<file path="src/rtl/seg7_pkg.sv">
// Shared constants for the 7-segment read-back path: active-low segment codes
// (a..g, MSB = a), the blank digit code and the reader FSM states.
package seg7_pkg;

  localparam logic [6:0] SEG_0     = 7'b0000001;
  localparam logic [6:0] SEG_1     = 7'b1001111;
  localparam logic [6:0] SEG_2     = 7'b0010010;
  localparam logic [6:0] SEG_3     = 7'b0000110;
  localparam logic [6:0] SEG_4     = 7'b1001100;
  localparam logic [6:0] SEG_5     = 7'b0100100;
  localparam logic [6:0] SEG_6     = 7'b0100000;
  localparam logic [6:0] SEG_7     = 7'b0001111;
  localparam logic [6:0] SEG_8     = 7'b0000000;
  localparam logic [6:0] SEG_9     = 7'b0000100;
  localparam logic [6:0] SEG_BLANK = 7'b1111111;

  localparam logic [3:0] DIGIT_BLANK = 4'hF;

  typedef enum logic [1:0] {
    ST_SETTLE = 2'd0,
    ST_REPORT = 2'd1,
    ST_HOLD   = 2'd2
  } state_t;

endpackage

</file>
<file path="src/rtl/seg7_encode.sv">
// Combinational decode of an active-low segment pattern into a BCD digit,
// with flags for the all-off (blank) pattern and for anything unrecognised.
module seg7_encode
  import seg7_pkg::*;
(
  input  logic [6:0] seg,
  output logic [3:0] digit,
  output logic       blank,
  output logic       err
);

  always_comb begin
    // NOTE: every output gets a default before the case so no path leaves one unassigned (no latch).
    digit = 4'd0;
    blank = 1'b0;
    err   = 1'b0;
    case (seg)
      SEG_0:     digit = 4'd0;
      SEG_1:     digit = 4'd1;
      SEG_2:     digit = 4'd2;
      SEG_3:     digit = 4'd3;
      SEG_4:     digit = 4'd4;
      SEG_5:     digit = 4'd5;
      SEG_6:     digit = 4'd6;
      SEG_7:     digit = 4'd7;
      SEG_8:     digit = 4'd8;
      SEG_9:     digit = 4'd9;
      SEG_BLANK: begin
        digit = DIGIT_BLANK;
        blank = 1'b1;
      end
      default:   err = 1'b1;
    endcase
  end

endmodule

</file>
<file path="src/rtl/seg7_reader.sv">
// Samples the active-low 7-segment bus, waits for a pattern to stay stable,
// and reports the decoded digit once per stable pattern on a valid/ready handshake.
module seg7_reader
  import seg7_pkg::*;
#(
  parameter int unsigned STABLE_CYCLES = 4
) (
  input  logic       clk,
  input  logic       rst_n,
  input  logic [6:0] seg,
  input  logic       ready,
  output logic       valid,
  output logic [3:0] digit,
  output logic       blank,
  output logic       err,
  output logic [7:0] err_cnt
);

  localparam logic [7:0] STABLE_TGT = 8'(STABLE_CYCLES);

  state_t     state;
  logic [6:0] seg_q;
  logic [6:0] seg_prev;
  logic [6:0] pat_l;
  logic [7:0] stable_cnt;
  logic [7:0] cnt_inc;
  logic [3:0] dec_digit;
  logic       dec_blank;
  logic       dec_err;

  seg7_encode u_encode (
    .seg   (seg_q),
    .digit (dec_digit),
    .blank (dec_blank),
    .err   (dec_err)
  );

  assign cnt_inc = (stable_cnt == 8'hFF) ? stable_cnt : stable_cnt + 8'd1;

  // NOTE: all state below uses non-blocking assignments so every register sees pre-edge values.
  always_ff @(posedge clk) begin
    if (!rst_n) begin
      state      <= ST_SETTLE;
      stable_cnt <= 8'd0;
      seg_q      <= SEG_BLANK;
      seg_prev   <= SEG_BLANK;
      pat_l      <= SEG_BLANK;
      valid      <= 1'b0;
      digit      <= 4'd0;
      blank      <= 1'b0;
      err        <= 1'b0;
      err_cnt    <= 8'd0;
    end else begin
      seg_q    <= seg;
      seg_prev <= seg_q;
      case (state)
        ST_SETTLE: begin
          if (seg_q != seg_prev) begin
            stable_cnt <= 8'd0;
          end else begin
            stable_cnt <= cnt_inc;
            if (cnt_inc == STABLE_TGT) begin
              pat_l <= seg_q;
              digit <= dec_digit;
              blank <= dec_blank;
              err   <= dec_err;
              valid <= 1'b1;
              state <= ST_REPORT;
            end
          end
        end
        ST_REPORT: begin
          if (ready) begin
            valid <= 1'b0;
            state <= ST_HOLD;
            if (err && (err_cnt != 8'hFF)) begin
              err_cnt <= err_cnt + 8'd1;
            end
          end
        end
        ST_HOLD: begin
          // Re-arm only once the bus moves away from the pattern just reported.
          if (seg_q != pat_l) begin
            stable_cnt <= 8'd0;
            state      <= ST_SETTLE;
          end
        end
        default: state <= ST_SETTLE;
      endcase
    end
  end

endmodule

</file>
<file path="config.mk">
export PLATFORM = sky130hd
export DESIGN_NAME = seg7_reader
export DESIGN_NICKNAME = d
export VERILOG_FILES = /design/src/rtl/seg7_pkg.sv /design/src/rtl/seg7_encode.sv /design/src/rtl/seg7_reader.sv
export SDC_FILE = /design/constraint.sdc
export NUM_CORES = 1
export LEC_CHECK = 0
export ABC_AREA = 1
export BUFFER_PORTS_ARGS = -buffer_cell sky130_fd_sc_hd__buf_2
export CAP_MARGIN = 10
export CORE_MARGIN = 5
export CORE_UTILIZATION = 59
export CTS_CLUSTER_SIZE = 20
export DETAILED_ROUTE_END_ITERATION = 8
export PLACE_DENSITY = 0.8
export REMOVE_ABC_BUFFERS = 1
export SETUP_SLACK_MARGIN = 0.05
export SLEW_MARGIN = 40
export SYNTH_ARGS = -nofsm -noshare
export SYNTH_HDL_FRONTEND = slang
export SYNTH_HIERARCHICAL = 1
export SYNTH_SLANG_ARGS = --single-unit
</file>
<file path="constraint.sdc">
create_clock -name clk -period 2.1 [get_ports clk]
set_clock_uncertainty 0.1 [all_clocks]
set_input_delay 0.42 -clock clk [delete_from_list [all_inputs] [get_ports clk]]
set_output_delay 0.42 -clock clk [all_outputs]
set_load 0.02 [all_outputs]
</file>
---- Word-level counts from Yosys, hierarchy flattened ----
Cells that the tools add are included.
operators by class
  add/sub/neg operators ................... 2
  eq/ne operators ......................... 21
  mux-type cells .......................... 16
  bitwise logic cells ..................... 1
  reductions and logical operators ........ 11
operator list
  operator               number
  $pmux W4 S10           1
  $mux W8                3
  $eq A7 B7 Y1 const B   3
  $add A8 B1 Y8 const B  2
  $pmux W8 S2            1
  $eq A7 B3 Y1 const B   2
  $eq A7 B6 Y1 const B   2
  $ne A7 B7 Y1           2
  $reduce_or A11 Y1      1
  $eq A8 B3 Y1 const B   1
  $eq A8 B8 Y1 const B   1
  $mux W2                4
  $ne A2 B2 Y1 const B   4
  $ne A8 B8 Y1 const B   1
  $reduce_and A4 Y1      2
  $eq A7 B1 Y1 const B   1
  $eq A7 B4 Y1 const B   1
  $eq A7 B5 Y1 const B   1
  $logic_not A7 Y1       1
  $pmux W2 S3            1
  $reduce_and A3 Y1      2
  $mux W1                5
  $reduce_bool A2 Y1     2
  $eq A2 B1 Y1 const B   1
  6 further kinds        6
word-level totals
  register bits ........................... 46
  bits of input ports ..................... 10

---- Logic depth before layout (Yosys ltp) ----
Gate-level depths: netlist of the first run.
  word-level depth ........................ 6
  gate-level depth with buffers ........... 13
  mapped depth without buffers ............ 12

---- By module ----
Netlist of the first run, hierarchy kept.
by module, submodules not included
  module       instances  cells each  area an instance (um^2)  seq. area each (um^2)
  seg7_reader  1          332         2273.4                   920.9
  seg7_encode  1          55          249.0                    0.0

---- Worst setup path after synthesis of the first run ----
OpenSTA, ideal clock, no wires.
  path kind ............................... reg2reg
  from .................................... register stable_cnt[0]
  to ...................................... register digit[0]
  data arrival time ....................... 1637 ps
  path slack .............................. 253 ps
  stages on the path, launching flop included .. 13
  path buffers ............................ 1
  clock period less this slack ............ 1847 ps
  path through ............................ dfxtp_1 -> ha_1 -> nand2_2 -> nor2_4 -> nand2_2 -> nand2_1 -> nand2_1 -> nand3_2 -> nor2_8 -> buf_2 -> nand4_1 -> nand2_1 -> nor2_2
on the way
  longest elaborated chain between the ends .. 4
  elaborated cells between the ends (all ways) .. 5
  those cells by class .................... add/sub: 1; eq/ne: 2; mux: 1; reduce/logical: 1
RTL lines
  what                                                  RTL line           RTL
  start, declared                                       seg7_reader.sv:25  logic [7:0] stable_cnt;
  start signal, assigned                                seg7_reader.sv:61  stable_cnt <= cnt_inc;
  $add A8 B1 Y8 / $eq A8 B8 Y1 (equally long branches)  seg7_reader.sv:38  assign cnt_inc = (stable_cnt == 8'hFF) ? stable_cnt : stable_cnt + 8'd1;
  $mux W8 (*)                                           seg7_reader.sv:38
  $eq A8 B3 Y1 (*)                                      seg7_reader.sv:62  if (cnt_inc == STABLE_TGT) begin
  $reduce_and A3 Y1 (no source line) (*)                --
  end signal, assigned                                  seg7_reader.sv:64  digit <= dec_digit;
  end, declared                                         seg7_reader.sv:13  output logic [3:0] digit,
Every way passes the cells marked *; elsewhere a longest branch is shown, timed or not.
A chain may end at the register's enable or synchronous reset.

---- Final worst setup path of the first run ----
  from .................................... register seg_q[0]
  to ...................................... register pat_l[5]
on the way
  longest elaborated chain between the ends .. 3
RTL lines
  what                                RTL line           RTL
  start, declared                     seg7_reader.sv:22  logic [6:0] seg_q;
  start signal, assigned              seg7_reader.sv:54  seg_q <= seg;
  $ne A7 B7 Y1                        seg7_reader.sv:58  if (seg_q != seg_prev) begin
  $not A1 Y1 (no source line)         --
  $reduce_and A3 Y1 (no source line)  --
  end signal, assigned                seg7_reader.sv:63  pat_l <= seg_q;
  end, declared                       seg7_reader.sv:24  logic [6:0] pat_l;
Every way passes these cells.

==> results of run 1 <==
==> through the flow <==
stage                     hold WS (ns)  std cells  util, %  total power [uW]  setup slack (ns)
final                           0.2070        467    70.18              1690            0.2272
after CTS                       0.2031        465    69.04              1705           0.07030
after global placement          0.3590        457    66.29              1045            0.1269
after floorplan                 0.3485        378        -             999.2           0.02004
after global routing            0.2012        467    70.18              1766           0.05695
after detailed placement        0.3621        457    66.29              1047           0.09516
==> state kept, by name (all words and copies together) (netlist names) <==
name and flops:
blank 1, digit 4, err 1, err_cnt 8
pat_l 7, seg_prev 7, seg_q 7, stable_cnt 8
state 2, valid 1
==> area by class of cell <==
type,instances,area (sq um),share of cell area [%]
clock buffers,5,68.82,2.400
multi-input cells,271,1348,46.99
inverters,62,232.7,8.115
clock inverters,3,43.79,1.527
repair buffers,30,190.2,6.632
flip-flops and latches,46,922.1,32.16
well taps,50,62.56,2.182
==> synth_stat cells (3+ instances only) <==
master / n / area share, %
nand2_1: 121 / 18
inv_1: 56 / 8.3
dfxtp_1: 46 / 37
nor2_1: 36 / 5.4
nand3_1: 29 / 5.8
nand4_1: 19 / 4.7
a21oi_1: 14 / 2.8
nand2_2: 7 / 1.7
or2_2: 7 / 1.7
nor2_2: 6 / 1.5
o21ai_0: 6 / 1.2
inv_2: 5 / 0.74
buf_2: 4 / 0.79
clkbuf_1: 4 / 0.60
xor2_1: 4 / 1.4
nor2_4: 3 / 1.3
xnor2_1: 3 / 1.0
==> cells by family (layout without fill, tap and decap cells) <==
logic type / after synthesis / count (layout) / share of synthesized area, %
simple gates: 236 / 237 / 43.70
buf+inv: 71 / 100 / 11.06
flops: 46 / 46 / 36.51
compound gates: 25 / 25 / 5.308
xor+xnor: 7 / 7 / 2.431
fa+ha+maj: 2 / 2 / 0.9919
==> power by group through the flow <==
stage	Combinational (uW)	Sequential (uW)	Clock [uW]
CTS	126	902	677
floorplan	80.1	919	0
detailed placement	125	922	0
finish	127	902	662
global placement	123	922	0
global route	144	904	717
==> how the worst max path moves through the flow <==
stage                              from        to  slack, ns
final                          seg_q[0]  pat_l[5]       0.23
after global routing      stable_cnt[0]     valid       0.06
after CTS                 stable_cnt[1]  pat_l[5]       0.07
after floorplan                seg_q[0]  pat_l[0]       0.02
after global placement    stable_cnt[1]  pat_l[1]       0.13
after detailed placement  stable_cnt[1]  pat_l[0]        0.1
==> worst max-delay path, delay by kind of cell, from the launching register on <==
family | cells | cell delay [ns]
buffers and inverters | 2 | 0.34
flip-flops | 1 | 0.46
AND/OR/NAND/NOR | 8 | 0.83
==> what timing repair did <==
item	CTS	global route
setup buffers	0	1
endpoints found under the setup margin	0	15
resized for setup	0	4
==> metal layers <==
metal  vias up  global-route usage (%)  wire [microns]
li1       1261                       -               -
met1      1084                   23.38            2497
met2        54                   34.90            2618
met3         4                   3.694             246
met4         0                   6.990              40
met5         -                       0               0
==> results.toml, run 1 <==
[critical_path]
path_class = "flop to flop"
startpoint_type = "flop"
r2r_start = "seg_q[0]"
path_cells = "inv_1 > nand2_1 > nand2_1 > nor2_1 > nand2_1 > nor3_2 > buf_12 > nand3_4 > nand2_1 > nand3_1"
crit_top_cell = "nand2_1"
reg2reg_to = "pat_l[5]"
rr_worst_depth = 10
crit_required_ns = 2.18
crit_slowest_cell = "dfxtp_1"
critical_path_arrival_ns = 1.95
crit_fanout = 23
rrSetupSlack_ns = 0.23
end_kind = "flop"
slowest_delay_ns = 0.46

[power]
clkPwrFrac_pct = 39.2
vdd_drop_max_mv = 0.3416
p_sw_share_pct = 23.80
pwr-share-seq_pct = 53.3
combPwrFrac_pct = 7.5
switchingPower_uw = 402.2
power.leakage_uw = 0.001487
cell_internal_pwr_uw = 1288
power.density_nw_per_um2 = 589.5

[finish]
num_antenna_cells = 0
drive_above_1_share_pct = 17.99
area_delta_synth_final_pct = 13.69
design_area_sq_um = 2868
final_cell_mix = "nand2_1 (121), inv_1 (56), dfxtp_1 (45)"
nFillCells = 353
finalNetCount = 428
final_common_cell = "nand2_1"

[routing]
drt-total-wl_microns = 5403
drc = 0
vias = 2403
wl_per_cell_microns = 11.57
viasPerCell = 5.146
ant_nets = 0
drt-initial-drc-count = 153
drt_first_pass_iters = 5

[synth]
yosysSeqAreaShare_pct = 36.51
postSynthAreaPerCell_sq_um = 6.518
synth-main-ff-cell = "dfxtp_1"
yosys_register_bits = 46
async_reset_ff_share_pct = 0
synth-edff-count = 0
ys_warn_count = 6
synth_cells = 387
syn-cell-area_sq_um = 2522
synth_cell_types = 30

[sta]
max_slew_margin_pct = 63.92
drv_slew = 0
timing.setup.tns_ns = 0
tightest_slew_ns = 0.5406
setup_violations = 0
finalCritPeriodShare_pct = 89.18
rsz0062_at_grt = "false"
post-route-min-period_ns = 1.873
fmax_mhz = 534.0
hold_viol = 0

[die]
rows = 23
dieHeight_microns = 75.39
die_w_microns = 75.39
initial_utilization_pct = 61.73
ios = 25
die-area_sq_um = 5683
core_area_sq_um = 4086

[clock_tree]
htree_num_levels = 2
clock_latency_ns = 0.30
path_clk_slew_ns = 0.09
clkSinkCount = 46
cts-root-buf = "clkbuf_8"
holdBufCountCts = 0
clock_path_buffers = 2
cts_made_buffers = 5
cts_tree = "yes"

[placed_design]
port_buffers = 24
placed_cell_area_sq_um = 2709
routabilityCongestion = 0.9797
hpwl_microns = 3878

[grt]
overflow = 0
grt_pass1_vias = 2071
grt_max_degree = 30
antenna_found_initial = 0
grt_pass1_wl_microns = 8714
grt_use_total_pct = 19.58

[run_status]
status = "finished, final reports clean"

[min_path]
hp-class = "input port to flop"
min_to = "seg_q[2]"
min_from = "seg[2]"
hold_path_depth = 2

[job]
max-cap-violations = 0
(Power assumes the default switching activity.)
==> run 2: changes to the inputs <==
Settings changed: CORE_UTILIZATION 59 to 58, PLACE_DENSITY 0.8 to 0.79, SYNTH_HIERARCHICAL 1 to not set.
==> run 2 against run 1 <==
  * Synthesized cell count shrank 4.1%
  * Sequential share of layout area grew 1.5 points
  * Via count shrank 0.79%
  * Die area shrank 1.0%
  * Register-to-register slack lost 0.02 ns
  * Routed wire length grew 1.5%
  * Combinational power shrank 10%
==> results.toml, run 2 <==
[sta]
post-route-min-period_ns = 1.895
setup_violations = 0
timing.setup.tns_ns = 0
worst_slack_ns = 0.2052
hold_viol = 0
tightest_slew_ns = 0.5993
fmax_mhz = 527.8
rsz0062_at_grt = "false"
max_slew_margin_pct = 60.00
drv_slew = 0
finalCritPeriodShare_pct = 90.23

[finish]
fin_cells = 451
area_delta_synth_final_pct = 12.05
final_cell_mix = "nand2_1 (113), inv_1 (45), dfxtp_1 (44)"
nFillCells = 362
reg_top3 = "err_cnt (8), stable_cnt (8)"
finalNetCount = 412
num_antenna_cells = 0
final_common_cell = "nand2_1"
drive_above_1_share_pct = 16.96

[routing]
vias = 2384
wl_per_cell_microns = 12.16
viasPerCell = 5.286
drt-total-wl_microns = 5484
drt-initial-drc-count = 122
ant_nets = 0
drc = 0
drt_first_pass_iters = 4

[die]
ios = 25
die-area_sq_um = 5626
die_w_microns = 75.01
initial_utilization_pct = 60.41
core_area_sq_um = 4058
rows = 23
dieHeight_microns = 75.01

[placed_design]
port_buffers = 24
hpwl_microns = 3920
dpl.cell_count = 441
place_ws_ns = 0.1622
routabilityCongestion = 0.9588

[synth]
yosysSeqAreaShare_pct = 37.57
synthTopCellsByArea = "dfxtp_1 (38%), nand2_1 (17%), nand3_1 (7.1%)"
synth_cells = 371
ys_warn_count = 0
synth-edff-count = 0
synthTopCellsByCount = "nand2_1 (113), dfxtp_1 (46), inv_1 (45), nor2_1 (39), nand3_1 (35)"
synth_most_common_cell = "nand2_1"
synth.largest_area_cell = "dfxtp_1"
yosys_register_bits = 46
syn-cell-area_sq_um = 2451
async_reset_ff_share_pct = 0
netlist.area_leader.share_pct = 37.57
synth-main-ff-cell = "dfxtp_1"
postSynthAreaPerCell_sq_um = 6.607
synth_cell_types = 33

[clock_tree]
cts-root-buf = "clkbuf_8"
path_clk_slew_ns = 0.09
clock_latency_ns = 0.30
cts_made_buffers = 5
cts_tree = "yes"
htree_num_levels = 2
clock_path_buffers = 2
clkSinkCount = 46

[power]
pwr-share-seq_pct = 58.3
power.leakage_uw = 0.001358
switchingPower_uw = 387.1
combPwrFrac_pct = 7.4
power.density_nw_per_um2 = 563.5
p_sw_share_pct = 25.02
cell_internal_pwr_uw = 1160
clkPwrFrac_pct = 34.3
vdd_drop_max_mv = 0.3302

[grt]
grt_pass1_vias = 2279
grt_use_total_pct = 21.34
busiest_layer = "met2"
overflow = 0
grt_use_met2_pct = 38.68
use_met3_pct = 3.605
grt_max_degree = 28
grt_pass1_wl_microns = 9480
grt_use_met1_pct = 24.94
antenna_found_initial = 0

[min_path]
hp-class = "input port to flop"

[critical_path]
startpoint_type = "flop"
end_kind = "flop"
path_class = "flop to flop"
crit_required_ns = 2.22
critical_path_arrival_ns = 2.02
crit_fanout = 13
rrSetupSlack_ns = 0.21

[job]
max-cap-violations = 0

[run_status]
status = "finished, final reports clean"
-- run 2: cell count changes in the layout (fill, tap and decap cells not counted), moves of 4 or more --
cell,change
nand2_2,-4
nor3_1,+5
nand2_1,-8
nand4_1,-7
inv_1,-11
nand3_1,+6
-- run 2: power groups by stage --
stage	clock [uW]	combinational [uW]	sequential, uW
final	531	114	903
after global routing	582	130	905
after CTS	550	112	902
after detailed placement	0	111	922
after global placement	0	109	922
after floorplan	0	71.0	918
-- run 2: final cells by class --
cell class | count | area [sq um] | area share [%]
flip-flops and latches | 46 | 923.4 | 33.62
repair buffers | 31 | 173.9 | 6.333
multi-input cells | 267 | 1316 | 47.93
clock buffers | 6 | 72.57 | 2.642
clock inverters | 2 | 13.76 | 0.5011
inverters | 49 | 183.9 | 6.697
well taps | 50 | 62.56 | 2.278
-- run 2: worst paths after layout --
check                           startpoint            end  cells past startpoint
worst max register to register    seg_q[5]  stable_cnt[1]                      9
worst min-delay path                seg[6]       seg_q[6]                      2
worst max-delay path              seg_q[5]  stable_cnt[1]                      9
worst min register to register  err_cnt[4]     err_cnt[4]                      2
-- run 2: cell families (layout without fill, tap and decap cells) --
logic type	count (synthesis)	after routing	synth area share, %
flip-flops	46	46	37.57
AND/OR/NAND/NOR	227	228	41.81
XOR/XNOR	7	7	2.501
AO/OA/AOI/OAI	30	30	6.738
adder cells (fa/ha/maj)	2	2	1.021
buffers and inverters	59	88	10.36
-- run 2: worst max-delay path, stage by stage (launching register included) --
cell and delay (ns):
dfxtp_1 0.47, inv_2 0.10, nand2_1 0.07, nand2_1 0.04
nor2_1 0.11, nand2_1 0.13, nor3_4 0.30, buf_4 0.27
nand3_1 0.09, a21oi_1 0.14
-- run 2: stage by stage --
stage / util (%) / cell area, sq um / hold slack (ns) / total power (uW)
5_1_grt: 67.68 / 2746 / 0.1944 / 1616
3_3_place_gp: 64.29 / 2609 / 0.3535 / 1032
2_1_floorplan: - / 2381 / 0.3435 / 989.0
3_5_place_dp: 64.29 / 2609 / 0.3527 / 1033
6_report: 67.68 / 2746 / 0.1974 / 1547
4_1_cts: 66.42 / 2695 / 0.1876 / 1564
-- run 2: routing by layer --
layer	wire (microns)	share of wire [%]
met2	2704	49
met5	0	0
met4	70	1.3
met1	2441	45
met3	268	4.9
-- run 2: what timing repair did --
item	4_1_cts	5_1_grt
hold buffers	0	0
resized for setup	0	8
setup buffers	0	0
endpoints found under the setup margin	0	13
